==> config.mk <==
export PLATFORM = sky130hd
export DESIGN_NAME = stack_ctrl
export DESIGN_NICKNAME = d
export VERILOG_FILES = /design/src/rtl/stack_ctrl.sv
export SDC_FILE = /design/constraint.sdc
export NUM_CORES = 1
export LEC_CHECK = 0
export ABC_CLOCK_PERIOD_IN_PS = 5800
export BUFFER_PORTS_ARGS = -buffer_cell sky130_fd_sc_hd__buf_2
export CAP_MARGIN = 20
export CORE_AREA = 10 10 111 113
export CTS_BUF_LIST = sky130_fd_sc_hd__clkbuf_4
export CTS_CLUSTER_SIZE = 28
export DETAILED_ROUTE_END_ITERATION = 10
export DIE_AREA = 0 0 121 123
export GPL_TIMING_DRIVEN = 0
export PLACE_DENSITY = 0.71
export SLEW_MARGIN = 20
export SYNTH_ARGS = -nofsm -noshare
export SYNTH_HDL_FRONTEND = slang
export SYNTH_SLANG_ARGS = --single-unit
==> constraint.sdc <==
create_clock -name clk -period 5.8 [get_ports clk]
set_clock_uncertainty 0.2 [all_clocks]
set_input_delay 0.58 -clock clk [delete_from_list [all_inputs] [get_ports clk]]
set_output_delay 0.58 -clock clk [all_outputs]
set_load 0.01 [all_outputs]
==> src/rtl/stack_ctrl.sv <==
// LIFO stack controller driving an external single-port SRAM with one-cycle read latency.
// Pops complete through a one-cycle wait state; push/pop/clear share a fixed priority.
module stack_ctrl #(
  parameter int unsigned IA_WIDTH = 13,
  parameter int unsigned D_WIDTH  = 34
) (
  input  logic                clk,
  input  logic                reset_i,
  input  logic                push_i,
  input  logic                pop_i,
  input  logic                clear_i,
  input  logic [D_WIDTH-1:0]  push_data_i,
  output logic                ready_o,
  output logic                pop_valid_o,
  output logic [D_WIDTH-1:0]  pop_data_o,
  output logic [IA_WIDTH:0]   count_o,
  output logic                full_o,
  output logic                empty_o,
  output logic                overflow_o,
  output logic                underflow_o,
  output logic [IA_WIDTH-1:0] mem_addr_o,
  output logic [D_WIDTH-1:0]  mem_din_o,
  output logic                mem_wren_o,
  input  logic [D_WIDTH-1:0]  mem_dout_i
);

  localparam int unsigned SP_W  = IA_WIDTH + 1;
  localparam int unsigned DEPTH = 2 ** IA_WIDTH;

  typedef enum logic {
    IDLE     = 1'b0,
    POP_WAIT = 1'b1
  } state_t;

  state_t              state_q;
  state_t              state_d;
  logic [SP_W-1:0]     sp_q;
  logic [D_WIDTH-1:0]  pop_data_q;
  logic                pop_valid_q;
  logic                overflow_q;
  logic                underflow_q;

  logic                do_clear;
  logic                do_pop;
  logic                do_push;
  logic                ovf_evt;
  logic                unf_evt;

  assign count_o     = sp_q;
  assign full_o      = (sp_q == SP_W'(DEPTH));
  assign empty_o     = (sp_q == '0);
  assign pop_data_o  = pop_data_q;
  assign pop_valid_o = pop_valid_q;
  assign overflow_o  = overflow_q;
  assign underflow_o = underflow_q;

  // Request arbitration: clear beats pop beats push; requests only count in IDLE.
  always_comb begin
    do_clear = 1'b0;
    do_pop   = 1'b0;
    do_push  = 1'b0;
    ovf_evt  = 1'b0;
    unf_evt  = 1'b0;
    if (!reset_i && (state_q == IDLE)) begin
      if (clear_i) begin
        do_clear = 1'b1;
      end else if (pop_i) begin
        if (!empty_o) do_pop  = 1'b1;
        else          unf_evt = 1'b1;
      end else if (push_i) begin
        if (!full_o) do_push = 1'b1;
        else         ovf_evt = 1'b1;
      end
    end
  end

  // State register
  always_ff @(posedge clk) begin
    if (reset_i) state_q <= IDLE;
    else         state_q <= state_d;
  end

  // Next-state logic
  always_comb begin
    state_d = state_q;
    case (state_q)
      IDLE:     if (do_pop) state_d = POP_WAIT;
      POP_WAIT: state_d = IDLE;
      default:  state_d = IDLE;
    endcase
  end

  // Output logic: SRAM port is quiet (all zero) unless a push or pop is accepted.
  always_comb begin
    ready_o    = (state_q == IDLE);
    mem_wren_o = 1'b0;
    mem_addr_o = '0;
    mem_din_o  = '0;
    if (do_push) begin
      mem_wren_o = 1'b1;
      mem_addr_o = sp_q[IA_WIDTH-1:0];
      mem_din_o  = push_data_i;
    end else if (do_pop) begin
      // Low bits wrap correctly when sp == DEPTH (0 - 1 -> DEPTH-1).
      mem_addr_o = sp_q[IA_WIDTH-1:0] - IA_WIDTH'(1);
    end
  end

  // Stack pointer and sticky error flags
  always_ff @(posedge clk) begin
    if (reset_i) begin
      sp_q        <= '0;
      overflow_q  <= 1'b0;
      underflow_q <= 1'b0;
    end else if (do_clear) begin
      sp_q        <= '0;
      overflow_q  <= 1'b0;
      underflow_q <= 1'b0;
    end else begin
      if (do_push)      sp_q <= sp_q + SP_W'(1);
      else if (do_pop)  sp_q <= sp_q - SP_W'(1);
      if (ovf_evt) overflow_q  <= 1'b1;
      if (unf_evt) underflow_q <= 1'b1;
    end
  end

  // Pop result capture: SRAM data is valid during POP_WAIT.
  always_ff @(posedge clk) begin
    if (reset_i) begin
      pop_data_q  <= '0;
      pop_valid_q <= 1'b0;
    end else begin
      pop_valid_q <= (state_q == POP_WAIT);
      if (state_q == POP_WAIT) pop_data_q <= mem_dout_i;
    end
  end

endmodule

Word level (Yosys, flattened, before mapping):

Index checks and enable logic that the tools add are counted.

* word-level logic and storage cells: 44
* RAM bits: 0
* memories kept: 0
* output and inout port bits: 102
* bits in registers: 52
* latch bits: 0
* bits in read-only memories: 0
* bits of input ports: 73

* multipliers: 0
* equality and inequality tests: 1
* reductions and logical operators: 5
* shift-type cells: 0
* mux-type cells: 28
* add/subtract/negate cells: 3
* order comparisons: 0
* bitwise logic cells: 1
* divide/modulo/power cells: 0

Operators by type and width (count)
* two-way mux 34 bit: 1
* two-way mux 14 bit: 2
* two-way mux 13 bit: 2
* two-way mux 1 bit: 22
* adder 14 x 1 -> 14 bit, second input constant: 1
* equality test 14 bit, second input constant: 1
* logical NOT 14 bit: 1
* subtractor 14 x 1 -> 14 bit, second input constant: 1
* subtractor 13 x 1 -> 13 bit, second input constant: 1
* case mux 1 bit (2 select lines): 1
* nonzero test 2 bit: 1
* OR reduction 2 bit: 1
* logical AND 1 bit: 1
* logical NOT 1 bit: 1
* NOT 1 bit: 1

Logic depth before layout (Yosys ltp):

Gate-level depths: netlist of run 1.

* depth in word-level cells: 7
* gate-level depth with buffers: 15
* gate-level depth less buffers: 13

Worst setup path before layout of run 1:

OpenSTA, ideal clock, no wires.

* path type: register to register
* start point: reg sp_q[0], in the netlist count_o[0]
* end point: reg sp_q[11], in the netlist count_o[11]
* path buffers: 1
* clock period less this slack: 4.579 ns
* data required time: 5.479 ns
* slack: 1.221 ns
* arrival time: 4.257 ns
* setup time: 0.121 ns
* cell stages (with the launch flop): 14
* cell sequence: dfxtp_1 -> inv_1 -> ha_1 -> or4b_4 -> or4_4 -> buf_6 -> o41ai_4 -> ha_1 -> and2_1 -> a311o_1 -> o21a_1 -> o41ai_1 -> xor2_1 -> o21ai_0

* word-level cells in the longest chain between the ends: 7
* elaborated cells on any way between the ends: 16
* those cells by class: add/sub: 2; eq/ne: 1; mux: 11; reduce/logical: 2

Ends and longest elaborated chain
* start: declaration: RTL line 37 `logic [SP_W-1:0] sp_q;`
* start signal: assignment: RTL line 120 `if (do_push) sp_q <= sp_q + SP_W'(1);`
* start signal: assignment: RTL line 121 `else if (do_pop) sp_q <= sp_q - SP_W'(1);`
* equality test 14 bit: RTL line 50 `assign full_o = (sp_q == SP_W'(DEPTH));`
* two-way mux 1 bit: RTL line 71 `if (!full_o) do_push = 1'b1;`
* two-way mux 1 bit: RTL line 70 `end else if (push_i) begin`
* two-way mux 1 bit: RTL line 67 `end else if (pop_i) begin`
* two-way mux 1 bit: RTL line 65 `if (clear_i) begin`
* two-way mux 1 bit: RTL line 64 `if (!reset_i && (state_q == IDLE)) begin`
* two-way mux 14 bit or nonzero test 2 bit (tied branches)

Several ways; a longest one is shown, not always the timed one. The select of a mux whose other input is x is not followed.
A chain may end at the register's enable or synchronous reset.

Final worst setup path of run 1:

* start point: reg sp_q[0], in the netlist count_o[0]
* end point: reg sp_q[8], in the netlist count_o[8]

Same word-level chain as after synthesis.

==> results of run 1 <==
## worst max-delay path, cell delays in order (launching register included)
cell and delay, ns:
dfxtp_1 0.40, inv_1 0.15, ha_1 0.23, or4b_4 0.51, or4_4 0.51, buf_6 0.16
o41ai_4 0.49, buf_4 0.31, inv_4 0.10, clkbuf_1 0.25, fa_1 0.47, nor2b_1 0.18
o2111ai_1 0.18, nand4_1 0.13, o21ai_0 0.12, xor2_1 0.17, a211oi_1 0.25
## metrics by stage
| step | worst slack (ns) | instances | power (uW) | hold slack [ns] | util, % |
|---|---|---|---|---|---|
| 2_1_floorplan | 1.22 | 375 | 946 | 0.305 | - |
| 3_3_place_gp | 0.659 | 685 | 1140 | 0.248 | 40.8 |
| 3_5_place_dp | 0.633 | 685 | 1160 | 0.269 | 40.8 |
| 4_1_cts | 0.556 | 693 | 1340 | 0.227 | 41.4 |
| 5_1_grt | 0.578 | 694 | 1440 | 0.227 | 41.4 |
| 6_report | 0.905 | 695 | 1320 | 0.239 | 41.5 |
## area by class of cell
type | count | area [um2]
timing repair buffer | 175 | 878
clock inverter | 2 | 16.3
sequential | 52 | 1040
buffer | 20 | 103
inverter | 9 | 36.3
antenna | 1 | 2.50
multi-input combinational | 294 | 1910
tap | 136 | 170
clock buffer | 6 | 45.0
fill | 1034 | 5940
## report_power, final
part           internal (uW)  leakage (uW)  switching, uW  total, uW
Combinational            314       0.00162            394        709
Clock                   53.3     0.0000319            120        174
Sequential               400      0.000422           42.1        442
## state kept, by name, summed over array words and instances, names as in the netlist
signal	count
pop_valid_o	1
overflow_o	1
state_q	1
count_o	14
underflow_o	1
pop_data_o	34
## cell usage after synthesis (all sizes together) (4+ instances only)
library cell	count	area share, %
inv	9	1.2
xnor2	7	2.0
a31oi	5	1.0
clkbuf	13	1.6
mux2i	36	12
nor3	9	1.5
ha	13	5.3
nand3	11	1.8
xor2	4	1.1
o41ai	5	2.6
dfxtp	52	34
or3	4	0.81
nor2	63	7.8
buf	7	1.7
o21ai	24	3.9
and2	37	7.5
nor4	4	1.2
nand2	26	3.2
a21oi	16	2.6
## routing by layer
metal	GRT usage (%)	wire [um]
met1	17.3	4800
met2	23.7	5510
met3	4.19	924
met4	2.94	109
met5	0	0
## logic make-up after synthesis
| logic type | share of synthesized area [%] |
|---|---|
| and+or+nand+nor | 26.9 |
| adders and majority gates | 5.91 |
| buffers and inverters | 4.49 |
| muxes | 11.7 |
| AOI/OAI and AO/OA | 14.3 |
| DFF | 33.7 |
| xor gates and xnor gates | 3.12 |
## worst min-delay path by stage
stage,slack [ns],cells past startpoint,endpoint
after floorplan,0.30,2,overflow_o
after global placement,0.25,2,underflow_o
after detailed placement,0.27,2,overflow_o
after CTS,0.23,3,pop_data_o[6]
after global routing,0.23,3,pop_data_o[14]
final,0.24,3,pop_data_o[14]
==> reports/results.tsv, run 1 <==
metric	value	unit
CP arrival	4.99	ns
Lkg Pwr	0.00207	uW
DRT Pass-1 Iters	4	
fmax	0.204	GHz
register-to-register setup slack	0.91	ns
CTS tree	built	
Netlist cell types	50	
CTS Hold Bufs	0	
most frequent cells in the layout	175 x buf_2, 61 x nor2_1, 52 x dfxtp_1, 36 x and2_1, 36 x mux2i_1	
root buffer cell	clkbuf_4	
Max H-tree Level	2	
peak supply drop	0.000103	V
worst slew pin tran	0.721	ns
IO Pins	175	
initial antenna violation count	0	
Warnings, synthesis	0	
DRT Wirelength	11300	um
Via-to-Cell Ratio	4.81	
I/O Buffers	174	
Rel. slew slack	51.9	%
RSZ-0062 raised after global routing	no	
crit path kind	flip-flop to flip-flop	
P&R area growth vs syn	36.0	%
worst-case clock buffer depth	2	
Async S/R FF share, synth	0	%
die footprint	14900	um2
core region area	10100	um2
HPWL after DPL	9360	um
CTS buffer count	5	
Max FO, Critical Path	13	
Reg2Reg Launch Point	count_o[0]	
Sink Count	52	
status	complete, no violations	
commonest non-fill, non-tap cell in the layout	buf_2	
Synth Area per Inst	8.24	um2
mapped cell area	3090	um2
Tcrit/Tclk final	84.4	%
initial core utilization	30.5	%
GPL Wtd Cong	0.840	
first-pass GRT wire length	17300	um
largest net degree at the start of global routing	20	
post-synth net total	462	
final hold violations	0	
Global Route Usage Sum	14.0	%
Core Rows	37	
Setup TNS Final	0	ns
reg2reg end	count_o[8]	
Final Cell Area	4200	um2
class of the worst hold path	primary input to flip-flop	
sequential fraction of the synthesis area	33.7	%
CTS resizes	0	
Vias	3345	
max cap viols	0	
critical path startpoint category	flip-flop	
final net count	644	
remaining global-route overflow	0	
Wirelength per Cell	16.3	um
Die W	121	um
initial drt markers	306	
worst hold start	mem_dout_i[14]	
setup violators final	0	
Clock Latency Late Sink	0.36	ns
min cycle time layout	4.89	ns
Worst Path Required	5.89	ns
Gate Count Post-Synth	375	
Post-synth EDFFs	0	
Reg2Reg Depth	16	
Worst setup endpoint	count_o[8]	
Crit. Startpoint	count_o[0]	
die height	123	um
layout cell share with drive strength beyond 1	35.7	%
DRT antenna net count	0	
max-slew violation count	0	
number of global-route vias before repair	3192	
clock slew at reported path FFs	0.16	ns
ys flop type	dfxtp_1	
Critical Path End Type	flip-flop	
register bit total from synthesis	52	
Power per Cell Area	315	nW/um2
area post-placement	4130	um2
Setup Buffers After CTS	0	
DRC viols	0	
(Power assumes the default switching activity.)
==> inputs of run 2 (changes only) <==
--- a/config.mk
+++ b/config.mk
@@ -5,7 +5,7 @@
 export SDC_FILE = /design/constraint.sdc
 export NUM_CORES = 1
 export LEC_CHECK = 0
-export ABC_CLOCK_PERIOD_IN_PS = 5800
+export ABC_CLOCK_PERIOD_IN_PS = 4910
 export BUFFER_PORTS_ARGS = -buffer_cell sky130_fd_sc_hd__buf_2
 export CAP_MARGIN = 20
 export CORE_AREA = 10 10 111 113
==> constraint.sdc (replaced) <==
create_clock -name clk -period 4.91 [get_ports clk]
set_clock_uncertainty 0.2 [all_clocks]
set_input_delay 0.491 -clock clk [delete_from_list [all_inputs] [get_ports clk]]
set_output_delay 0.491 -clock clk [all_outputs]
set_load 0.01 [all_outputs]
==> run 2 against run 1 <==
Net effect: cell area increased by 0.54%; sequential power rose by 18%; core utilization increased by 0.22 points; via count grew 0.24%; wire length rose by 0.93%; first-iteration DRC count fell by 27%; worst setup slack worse by 0.55 ns; die area is the same; count of clock-buffer cells in the layout is the same; register-to-register slack worse by 0.50 ns; sequential share of layout area decreased by 0.13 points.
==> reports/results.tsv, run 2 (synthesized netlist as in run 1, its figures left out) <==
metric	value	unit	change
max reg flops	34		unchanged
core region area	10100	um2	unchanged
worst slew pin tran	0.716	ns	-0.00545 ns
Lkg Pwr	0.00209	uW	+0.61%
clock slew at reported path FFs	0.16	ns	about the same
initial core utilization	30.5	%	unchanged
IO Pins	175		unchanged
I/O Buffers	174		unchanged
worst-case clock buffer depth	2		unchanged
met1 usage	17.2	%	-0.13 points
commonest non-fill, non-tap cell in the layout	buf_2		
first-pass GRT wire length	17400	um	+0.48%
GR peak layer	met2		
number of global-route vias before repair	3219		+0.85%
min cycle time layout	4.56	ns	
die height	123	um	unchanged
Die W	121	um	unchanged
met3 Use GR	4.19	%	unchanged
setup violators final	0		unchanged
initial antenna violation count	0		unchanged
final hold violations	0		unchanged
RSZ-0062 raised after global routing	no		
Fill cells	1035		+0.097%
DRT Pass-1 Iters	4		unchanged
Global Route Usage Sum	14.1	%	+0.076 points
HPWL after DPL	9360	um	unchanged
Hold Slack	0.150	ns	-0.0888 ns
Power per Cell Area	371	nW/um2	+18%
Core Rows	37		unchanged
CTS tree	built		
fmax	0.219	GHz	
Vias	3353		+0.24%
root buffer cell	clkbuf_4		
max cap viols	0		unchanged
DRC viols	0		unchanged
P&R area growth vs syn	36.7	%	
largest net degree at the start of global routing	17		-15%
die footprint	14900	um2	unchanged
CTS buffer count	5		unchanged
final net count	647		+0.47%
GPL Wtd Cong	0.840		unchanged
Setup TNS Final	0	ns	unchanged
Rel. slew slack	52.3	%	+0.36 points
Max H-tree Level	2		unchanged
Tcrit/Tclk final	92.8	%	
initial drt markers	222		-27%
DRT Wirelength	11400	um	+0.93%
class of the worst hold path	primary input to flip-flop		
PnR worst setup slack	0.352	ns	-0.553 ns
Via-to-Cell Ratio	4.80		-0.19%
Post-Route Utilization	41.7	%	+0.22 points
CP arrival	3.87	ns	-1.12 ns
status	complete, no violations		
most frequent cells in the layout	175 x buf_2, 61 x nor2_1, 52 x dfxtp_1, 36 x and2_1, 36 x mux2i_1		
peak supply drop	0.000122	V	+18%
Final Cell Area	4230	um2	+0.54%
Place WS	-0.257	ns	-0.890 ns
Max FO, Critical Path	10		-3
layout cell share with drive strength beyond 1	36.0	%	+0.34 points
crit path kind	flip-flop to output pin		
DRT antenna net count	0		unchanged
Sink Count	52		unchanged
Wirelength per Cell	16.4	um	+0.49%
area post-placement	4130	um2	unchanged
max-slew violation count	0		unchanged
Critical Path End Type	output pin		
Worst Path Required	4.22	ns	-1.67 ns
critical path startpoint category	flip-flop		
Clock Latency Late Sink	0.37	ns	about the same
met2 Usage GRT	24.1	%	+0.44 points
remaining global-route overflow	0		unchanged
CTS Hold Bufs	0		unchanged
[run 2: cell count changes in the layout (fill, tap and decap cells not counted)]
cell | before | now
buf_4 | 1 | 4
[run 2: path summary, 6_finish.rpt]
check	slack, ns	from	endpoint	cells after the start
min reg2reg	0.29	overflow_o	overflow_o	2
max	0.35	count_o[0]	mem_addr_o[6]	11
min	0.15	mem_dout_i[14]	pop_data_o[14]	3
max reg2reg	0.41	count_o[0]	count_o[8]	16
[run 2: stage by stage]
step / cells / total power, uW
after global routing: 697 / 1700
after global placement: 685 / 1340
after detailed placement: 685 / 1370
after floorplan: 375 / 1120
final: 698 / 1570
after CTS: 697 / 1580
[run 2: power by group]
| group | switching (uW) | internal, uW |
|---|---|---|
| Sequential | 50.2 | 472 |
| Clock | 142 | 63.0 |
| Combinational | 467 | 372 |
| Total | 659 | 908 |
[run 2: area by class of cell]
cell class | count | area, um2 | area share [%]
multi-input cells | 294 | 1910 | 45.2
repair buffers | 178 | 901 | 21.3
inverters | 9 | 36.3 | 0.859
well taps | 136 | 170 | 4.03
clock buffers | 6 | 45.0 | 1.07
flip-flops and latches | 52 | 1040 | 24.6
clock inverters | 2 | 16.3 | 0.385
diodes | 1 | 2.50 | 0.0592
plain buffers | 20 | 103 | 2.43
[run 2: repair_timing]
item,CTS,global route
setup buffers,4,0
resized for setup,0,0
setup endpoints to repair,29,0
[run 2: critical path, cell delays in order (launching register included)]
cell and delay [ns]:
dfxtp_1 0.40, inv_1 0.15, ha_1 0.22, or4b_4 0.51
or4_4 0.51, buf_6 0.16, o41ai_4 0.60, clkbuf_1 0.46
nor2_1 0.07, o21ai_0 0.15, o21ai_0 0.11, buf_2 0.17
[run 2: per-layer routing]
| metal | up-vias | share of wire [%] |
|---|---|---|
| met3 | 7 | 8.9 |
| met5 | - | 0 |
| met4 | 0 | 0.95 |
| li1 | 1665 | - |
| met1 | 1552 | 41 |
| met2 | 129 | 49 |
==> inputs of run 3 (changes only) <==
--- a/config.mk
+++ b/config.mk
@@ -6,7 +6,7 @@
 export NUM_CORES = 1
 export LEC_CHECK = 0
 export ABC_CLOCK_PERIOD_IN_PS = 4910
-export BUFFER_PORTS_ARGS = -buffer_cell sky130_fd_sc_hd__buf_2
+export BUFFER_PORTS_ARGS = -buffer_cell sky130_fd_sc_hd__buf_4
 export CAP_MARGIN = 20
 export CORE_AREA = 10 10 111 113
 export CTS_BUF_LIST = sky130_fd_sc_hd__clkbuf_4
==> run 3 against run 2 <==
Net effect: global-route usage is 0.072 points lower; combinational power is 9.5% higher; core utilization is 4.5 points higher; non-clock buffer count stayed put; clock power is 4% lower; die area stayed put; worst setup slack worse by 0.14 ns; critical path type is now flip-flop to flip-flop; power is 4.8% higher; critical endpoint is now count_o[13]; final cell count is 0.14% lower; first-iteration DRC count is 14% higher; wire length is 0.44% lower.
==> reports/results.tsv, run 3 (synthesized netlist as in run 1, its figures left out) <==
metric	value	unit	change
status	complete, no violations		
DRT Wirelength	11400	um	-0.44%
Lkg Pwr	0.00216	uW	+3.4%
commonest non-fill, non-tap cell in the layout	buf_4		
initial antenna violation count	0		unchanged
Fill cells	974		-5.9%
initial core utilization	30.5	%	unchanged
Worst Path Required	4.98	ns	+0.76 ns
CP arrival	4.77	ns	+0.90 ns
max cap viols	0		unchanged
Setup TNS Final	0	ns	unchanged
worst slew pin tran	0.723	ns	+0.00698 ns
critical path startpoint category	flip-flop		
final hold violations	0		unchanged
Global Route Usage Sum	14.0	%	-0.072 points
die footprint	14900	um2	unchanged
clock slew at reported path FFs	0.15	ns	about the same
DRT antenna net count	0		unchanged
CTS buffer count	5		unchanged
worst-case clock buffer depth	2		unchanged
first-pass GRT wire length	17200	um	-1.3%
Clock Latency Late Sink	0.36	ns	about the same
Rel. slew slack	51.8	%	-0.47 points
die height	123	um	unchanged
final net count	647		unchanged
Via-to-Cell Ratio	4.77		-0.75%
DRC viols	0		unchanged
area post-placement	4570	um2	+11%
largest net degree at the start of global routing	17		unchanged
root buffer cell	clkbuf_4		
Wirelength per Cell	16.4	um	-0.29%
core region area	10100	um2	unchanged
min cycle time layout	4.70	ns	+0.138 ns
Place WS	0.0481	ns	+0.305 ns
GPL Wtd Cong	0.864		+2.8%
fmax	0.213	GHz	-2.9%
crit path kind	flip-flop to flip-flop		
layout cell share with drive strength beyond 1	36.5	%	+0.53 points
P&R area growth vs syn	51.3	%	
Max FO, Critical Path	13		+3
max reg flops	34		unchanged
most frequent cells in the layout	179 x buf_4, 61 x nor2_1, 52 x dfxtp_1, 36 x and2_1, 36 x mux2i_1		
max-slew violation count	0		unchanged
# diodes	0		-1
Core Rows	37		unchanged
class of the worst hold path	primary input to flip-flop		
Tcrit/Tclk final	95.6	%	+2.8 points
IO Pins	175		unchanged
number of global-route vias before repair	3148		-2.2%
Sink Count	52		unchanged
initial drt markers	252		+14%
RSZ-0062 raised after global routing	no		
remaining global-route overflow	0		unchanged
CTS tree	built		
Max H-tree Level	2		unchanged
PnR worst setup slack	0.214	ns	-0.138 ns
Critical Path End Type	flip-flop		
total power	1640	uW	+4.8%
Vias	3323		-0.89%
Final Cell Area	4680	um2	+11%
Die W	121	um	unchanged
I/O Buffers	174		unchanged
CTS Hold Bufs	0		unchanged
setup violators final	0		unchanged
DRT Pass-1 Iters	5		+1
peak supply drop	0.000116	V	-5.1%
HPWL after DPL	9480	um	+1.3%
Power per Cell Area	351	nW/um2	-5.4%
-- run 3: cell types whose count changed in the layout (fill, tap and decap cells not counted), sizes merged --
cell | previous run | this run
buf | 185 | 186
clkbuf | 19 | 18
diode | 1 | 0
-- run 3: layer usage --
| layer | vias up | wire [um] | track usage, % |
|---|---|---|---|
| met2 | 103 | 5640 | 23.6 |
| li1 | 1660 | - | - |
| met3 | 6 | 763 | 3.69 |
| met5 | - | 0 | 0 |
| met1 | 1554 | 4890 | 17.6 |
| met4 | 0 | 95 | 3.09 |
-- run 3: worst paths after layout --
check | startpoint | to | slack (ns) | cells after the start
min | mem_dout_i[23] | pop_data_o[23] | 0.16 | 3
max | count_o[0] | count_o[13] | 0.21 | 14
min reg2reg | underflow_o | underflow_o | 0.30 | 2
max reg2reg | count_o[0] | count_o[13] | 0.21 | 14
-- run 3: what timing repair did --
| item | 4_1_cts | 5_1_grt |
|---|---|---|
| setup endpoints to repair | 0 | 8 |
| resized for setup | 0 | 2 |
| buffers inserted | 0 | 4 |
-- run 3: area by class of cell --
type                    count  area (um2)  area share [%]
multi-input cells         294        1930            41.2
inverters                   9        36.3           0.776
plain buffers              19        98.8            2.11
flip-flops and latches     52        1040            22.3
repair buffers            179        1340            28.7
well taps                 136         170            3.64
clock buffers               6        45.0           0.963
clock inverters             2        16.3           0.348
-- run 3: through the flow --
step                instances  util [%]  hold slack, ns
floorplan                 375         -           0.305
global placement          685      45.0           0.257
detailed placement        686      45.1           0.273
CTS                       694      45.7           0.137
global route              697      46.1           0.123
finish                    697      46.1           0.156
-- run 3: power breakdown --
part | total (uW) | leakage, uW | internal [uW] | switching, uW
combinational | 919 | 0.00170 | 441 | 478
clock | 197 | 0.0000319 | 62.8 | 134
sequential | 525 | 0.000422 | 472 | 53.1
-- run 3: critical path: stages, from the launching register on --
cell and delay [ns]:
dfxtp_1 0.40, inv_1 0.14, ha_1 0.24, or4b_4 0.51
or4_4 0.51, buf_6 0.16, o41ai_4 0.45, buf_4 0.28
ha_1 0.31, and2_1 0.19, a311o_1 0.34, o21a_1 0.26
o41ai_2 0.39, o21bai_1 0.16, nand2_1 0.07
